**config.mk**
```make
export PLATFORM = sky130hd
export DESIGN_NAME = color_sensor_scan
export DESIGN_NICKNAME = d
export VERILOG_FILES = /design/src/rtl/color_sensor_pkg.sv /design/src/rtl/freq_edge_counter.sv /design/src/rtl/color_sensor_scan.sv
export SDC_FILE = /design/constraint.sdc
export NUM_CORES = 1
export LEC_CHECK = 0
export BUFFER_PORTS_ARGS = -buffer_cell sky130_fd_sc_hd__buf_2
export CAP_MARGIN = 20
export CORE_ASPECT_RATIO = 1.4
export CORE_UTILIZATION = 38
export CTS_BUF_LIST = sky130_fd_sc_hd__clkbuf_4
export DETAILED_ROUTE_END_ITERATION = 10
export REMOVE_ABC_BUFFERS = 1
export SETUP_SLACK_MARGIN = 0.1
export SLEW_MARGIN = 20
export SYNTH_ARGS = -nofsm -noshare
export SYNTH_HDL_FRONTEND = slang
export SYNTH_SLANG_ARGS = --single-unit
```
**constraint.sdc**
```tcl
create_clock -name clk -period 4.4 [get_ports clk]
set_clock_uncertainty 0.2 [all_clocks]
set_input_delay 0.44 -clock clk [delete_from_list [all_inputs] [get_ports clk]]
set_output_delay 0.44 -clock clk [all_outputs]
set_load 0.02 [all_outputs]
```
**src/rtl/color_sensor_pkg.sv**
```systemverilog
// Shared types and pin codes for the colour-sensor scanner: FSM states,
// sensor filter selections and the colour result encoding.
package color_sensor_pkg;

  typedef enum logic [2:0] {
    IDLE,
    SETTLE,
    GATE,
    LATCH,
    DECIDE
  } state_t;

  localparam logic [1:0] FILT_RED   = 2'b00;
  localparam logic [1:0] FILT_BLUE  = 2'b01;
  localparam logic [1:0] FILT_GREEN = 2'b11;
  localparam logic [1:0] FILT_CLEAR = 2'b10;

  localparam logic [1:0] SCALE_IDLE = 2'b11;

  localparam logic [2:0] COL_DARK  = 3'b000;
  localparam logic [2:0] COL_RED   = 3'b001;
  localparam logic [2:0] COL_BLUE  = 3'b010;
  localparam logic [2:0] COL_GREEN = 3'b100;
  localparam logic [2:0] COL_TIE   = 3'b111;

endpackage

```
**src/rtl/freq_edge_counter.sv**
```systemverilog
// Two-flop synchroniser for the sensor square wave, rising-edge detector and
// saturating edge counter with synchronous clear and count enable.
module freq_edge_counter #(
  parameter int CNT_W = 16
) (
  input  logic             i_clk,
  input  logic             i_rst,
  input  logic             i_sig,
  input  logic             i_clr,
  input  logic             i_en,
  output logic [CNT_W-1:0] o_count
);

  logic             r_sync1;
  logic             r_sync2;
  logic             r_prev;
  logic [CNT_W-1:0] r_count;
  logic             w_rise;
  logic             w_full;

  assign w_rise  = r_sync2 & ~r_prev;
  assign w_full  = &r_count;
  assign o_count = r_count;

  always_ff @(posedge i_clk) begin
    if (i_rst) begin
      r_sync1 <= 1'b0;
      r_sync2 <= 1'b0;
      r_prev  <= 1'b0;
      r_count <= '0;
    end else begin
      r_sync1 <= i_sig;
      r_sync2 <= r_sync1;
      r_prev  <= r_sync2;
      if (i_clr)
        r_count <= '0;
      else if (i_en && w_rise && !w_full)
        r_count <= r_count + 1'b1;
    end
  end

endmodule

```
**src/rtl/color_sensor_scan.sv**
```systemverilog
// Scans red, blue and green through the sensor filter, counts sensor edges in
// a fixed window per channel, removes dark offsets and classifies the colour.
module color_sensor_scan
  import color_sensor_pkg::*;
#(
  parameter int GATE_CYCLES   = 100000,
  parameter int SETTLE_CYCLES = 1000,
  parameter int CNT_W         = 16,
  parameter int OFF_R         = 14,
  parameter int OFF_B         = 11,
  parameter int OFF_G         = 8,
  parameter int MIN_COUNT     = 4
) (
  input  logic             clk,
  input  logic             rst,
  input  logic             sensorFreq,
  input  logic             start,
  input  logic             continuous,
  input  logic [1:0]       scaleSel,
  output logic [1:0]       scale,
  output logic [1:0]       filter,
  output logic [CNT_W-1:0] redFreq,
  output logic [CNT_W-1:0] blueFreq,
  output logic [CNT_W-1:0] greenFreq,
  output logic [2:0]       color,
  output logic             valid,
  output logic             busy
);

  localparam int TMR_MAX = (GATE_CYCLES > SETTLE_CYCLES) ? GATE_CYCLES : SETTLE_CYCLES;
  localparam int TMR_W   = $clog2(TMR_MAX + 1);

  state_t           r_state;
  state_t           w_next;
  logic [TMR_W-1:0] r_timer;
  logic [1:0]       r_filter;
  logic [1:0]       r_scale;
  logic [CNT_W-1:0] r_red;
  logic [CNT_W-1:0] r_blue;
  logic [CNT_W-1:0] r_green;
  logic [2:0]       r_color;
  logic             r_valid;
  logic             w_cntEn;
  logic             w_cntClr;
  logic [CNT_W-1:0] w_raw;
  logic [31:0]      w_off;
  logic [CNT_W-1:0] w_corr;
  logic [2:0]       w_color;

  freq_edge_counter #(.CNT_W(CNT_W)) u_counter (
    .i_clk   (clk),
    .i_rst   (rst),
    .i_sig   (sensorFreq),
    .i_clr   (w_cntClr),
    .i_en    (w_cntEn),
    .o_count (w_raw)
  );

  // The timer restarts on every state change, so it measures time-in-state.
  always_ff @(posedge clk) begin
    if (rst) begin
      r_state <= IDLE;
      r_timer <= '0;
    end else begin
      r_state <= w_next;
      r_timer <= (w_next != r_state) ? '0 : r_timer + 1'b1;
    end
  end

  always_comb begin
    w_next   = r_state;
    w_cntEn  = 1'b0;
    w_cntClr = 1'b1;
    case (r_state)
      IDLE:   if (start) w_next = SETTLE;
      SETTLE: if (r_timer == TMR_W'(SETTLE_CYCLES - 1)) w_next = GATE;
      GATE: begin
        w_cntEn  = 1'b1;
        w_cntClr = 1'b0;
        if (r_timer == TMR_W'(GATE_CYCLES - 1)) w_next = LATCH;
      end
      LATCH:  w_next = (r_filter == FILT_GREEN) ? DECIDE : SETTLE;
      DECIDE: w_next = continuous ? SETTLE : IDLE;
      default: w_next = IDLE;
    endcase
  end

  always_comb begin
    w_off = 32'd0;
    case (r_filter)
      FILT_RED:   w_off = 32'(OFF_R);
      FILT_BLUE:  w_off = 32'(OFF_B);
      FILT_GREEN: w_off = 32'(OFF_G);
      default:    w_off = 32'd0;
    endcase
  end

  // Offsets may exceed the counter range, so compare in 32 bits.
  assign w_corr = (32'(w_raw) > w_off) ? CNT_W'(32'(w_raw) - w_off) : '0;

  always_comb begin
    w_color = COL_TIE;
    if ((32'(r_red) < 32'(MIN_COUNT)) && (32'(r_blue) < 32'(MIN_COUNT)) &&
        (32'(r_green) < 32'(MIN_COUNT)))
      w_color = COL_DARK;
    else if (r_red > r_blue && r_red > r_green)
      w_color = COL_RED;
    else if (r_blue > r_red && r_blue > r_green)
      w_color = COL_BLUE;
    else if (r_green > r_red && r_green > r_blue)
      w_color = COL_GREEN;
  end

  always_ff @(posedge clk) begin
    if (rst) begin
      r_filter <= FILT_CLEAR;
      r_scale  <= SCALE_IDLE;
      r_red    <= '0;
      r_blue   <= '0;
      r_green  <= '0;
      r_color  <= COL_DARK;
      r_valid  <= 1'b0;
    end else begin
      r_valid <= (r_state == DECIDE);
      case (r_state)
        IDLE: if (start) begin
          r_scale  <= scaleSel;
          r_filter <= FILT_RED;
        end
        LATCH: case (r_filter)
          FILT_RED: begin
            r_red    <= w_corr;
            r_filter <= FILT_BLUE;
          end
          FILT_BLUE: begin
            r_blue   <= w_corr;
            r_filter <= FILT_GREEN;
          end
          default: r_green <= w_corr;
        endcase
        DECIDE: begin
          r_color  <= w_color;
          r_filter <= continuous ? FILT_RED : FILT_CLEAR;
        end
        default: ;
      endcase
    end
  end

  assign scale     = r_scale;
  assign filter    = r_filter;
  assign redFreq   = r_red;
  assign blueFreq  = r_blue;
  assign greenFreq = r_green;
  assign color     = r_color;
  assign valid     = r_valid;
  assign busy      = (r_state != IDLE);

endmodule

```
==> results.yml <==
status:
  outcome: "finished, final reports clean"
setup_path:
  crit_chain: "nor2b_1 > ha_1 > inv_1 > fa_1 > a21o_1 > a21o_1 > a2111o_1 > or2b_1 > o32ai_1"
  cp.arrival_ns: 3.31
  cp.required_ns: 4.54
  end_kind: "register"
  worstSetupPathType: "register to register"
  timing.rr.end: "blueFreq[5]"
  cpPeakStageDelay_ns: 0.59
  startpoint_type: "register"
  critPathMostFrequentCell: "a21o_1"
  timing.rr.start: "filter[0]"
  crit_fanout: 15
  ff2ff_path_depth: 9
  cpMaxStageDelayCell: "a2111o_1"
  reg2reg_slack_ns: 1.24
grt:
  antenna_found_initial: 1
  grt_pass1_wl_um: 24200
  gr-total-overflow: 0
  grt_start_max_net_pins: 35
  grtUsageTotal: 0.217
  grt_pass1_vias: 4663
timing:
  drv_slew: 0
  finalCritPeriodShare: 0.719
  final.setup.worst_slack_ns: 1.24
  clock.fmax_mhz: 316
  finalHoldViolations: 0
  rsz0062_at_grt: "false"
  min_period_ns: 3.16
  finalSetupViolations: 0
  hold_ws_ns: 0.119
  slew_headroom: 0.450
  tns_ns: 0
  tightest_slew_ns: 0.818
logic_synthesis:
  yosys_register_bits: 95
  ys_top_cells_by_area: "dfxtp_1, ha_1, nor2_1"
  syn_area_per_cell_um2: 8.57
  seq_area_frac_synth: 0.352
  syn-cell-area_um2: 5400
  synth_ff_type: "dfxtp_1"
  async_flop_share: 0
  synth_top_cell_area_share: 0.352
  synth_edf_count: 0
  yosysMostFrequentCell: "dfxtp_1"
  synthCells: 630
  yosys_warnings: 0
  synth_common_cells: "dfxtp_1, nor2_1, ha_1"
  synth_top_cell_by_area: "dfxtp_1"
  ys_types: 51
route:
  antenna_left: 0
  drtPass1Iterations: 5
  detail_route.iter0.violations: 219
  drcViolationCount: 0
  wirelength_um: 15300
  vias: 4791
  via_per_inst: 5.47
  routedWlPerCell_um: 17.4
placement:
  placed_area_um2: 5860
  gp_congestion: 0.854
  dp_hpwl_um: 11900
  io_buffers: 63
  place_ws_ns: 1.30
hold_path:
  worstHoldStart: "start"
  hold_class: "input port to register"
  holdPathStages: 4
  min_to: "filter[0]"
cells_and_area:
  final_util: 0.436
  fin_area_um2: 6060
  drive_gt1_frac: 0.128
  areaGrowthSynthToFinish_pct: 12.3
  num-nets-final: 747
cts:
  cts_buffers: 9
  insertion_delay_ns: 0.46
  cts_root_buf: "clkbuf_4"
  htreeDepth: 3
  cts_sinks: 95
  post_cts_buffers: 0
  cts.clk_slew.worst_paths_ns: 0.16
  clockBufferDepth: 2
  cts_tree: "done"
flow_run:
  max_cap_violations: 0
floorplan:
  die_x_um: 103
  core_area_um2: 13900
  io_pins: 64
  rows: 51
  fp.dieArea_um2: 14700
  start_util: 0.388
  die_h_um: 143
power_and_ir_drop:
  powerDensity_nw_per_um2: 255
  max-vdd-ir-drop_mv: 0.138
  p_leak_nw: 2.43
cell type report:
cell class | instances | area [um^2]
clock inverter | 7 | 101
multi-input combinational | 471 | 3240
fill | 1465 | 7850
tap | 185 | 231
antenna | 1 | 2.50
clock buffer | 9 | 67.6
sequential | 95 | 1900
timing repair buffer | 70 | 375
inverter | 38 | 143
layer usage:
metal / track usage / vias to the layer above / routed length [um]
li1: - / 2369 / -
met1: 0.248 / 2304 / 6360
met2: 0.395 / 97 / 8200
met3: 0.0313 / 21 / 429
met4: 0.0865 / 0 / 296
met5: 0 / - / 0
state kept, by name, indices dropped and copies added, names as in the netlist:
name and flops:
greenFreq 16, redFreq 16, r_state 3, u_counter.o_count 16, valid 1, r_timer 17, blueFreq 16, color 3
scale 2, u_counter.r_sync1 1, u_counter.r_sync2 1, filter 2, u_counter.r_prev 1
placed cells by master (no fill, tap or decap), drive strengths merged, types with 10 or more instances in the layout:
cell    instances
dfxtp          95
a21oi          30
nor2           61
o32ai          10
o21ai          18
nor4           17
nand2b         21
xor2           21
inv            41
mux2i          10
nand2          41
buf            67
nand3          24
nand3b         21
ha             54
nand4          17
o22ai          13
nor2b          16
xnor2          20
nor3           11
cells by family after synthesis:
family / Yosys count / synth area share
flip-flops: 95 / 0.352
buffers and inverters: 64 / 0.0475
multiplexers: 11 / 0.0206
AND/OR/NAND/NOR: 255 / 0.249
adder cells (fa/ha/maj): 55 / 0.129
AO/OA/AOI/OAI: 109 / 0.135
XOR/XNOR: 41 / 0.0665
worst max-delay path by stage:
stage	endpoint	startpoint	cells after the start
6_report	blueFreq[5]	filter[0]	9
5_1_grt	redFreq[11]	filter[0]	9
4_1_cts	redFreq[5]	filter[0]	9
3_5_place_dp	redFreq[2]	filter[0]	10
3_3_place_gp	redFreq[5]	filter[0]	9
2_1_floorplan	redFreq[11]	filter[0]	9
timing repair:
action,in CTS,in global routing
hold buffers,3,0
endpoints found under the hold margin,3,0
resized for setup,0,0
power breakdown:
part           switching, mW  total [mW]  internal [mW]
registers            0.00716       0.874          0.867
logic                 0.0732       0.122         0.0489
clock network          0.313       0.551          0.238
metrics by stage:
step | cells | power, mW
4_1_cts | 875 | 1.56
6_report | 876 | 1.55
2_1_floorplan | 604 | 0.976
3_5_place_dp | 856 | 1.01
3_3_place_gp | 856 | 1.01
5_1_grt | 876 | 1.61
worst max-delay path: cells and delay by family, from the launching register on:
kind | cells | cell delay (ns)
adder cells (fa/ha/maj) | 2 | 0.60
flip-flops | 1 | 0.49
AO/OA/AOI/OAI | 4 | 1.15
buffers and inverters | 1 | 0.06
AND/OR/NAND/NOR | 2 | 0.55
No activity file was read; power rests on OpenSTA's default activity.
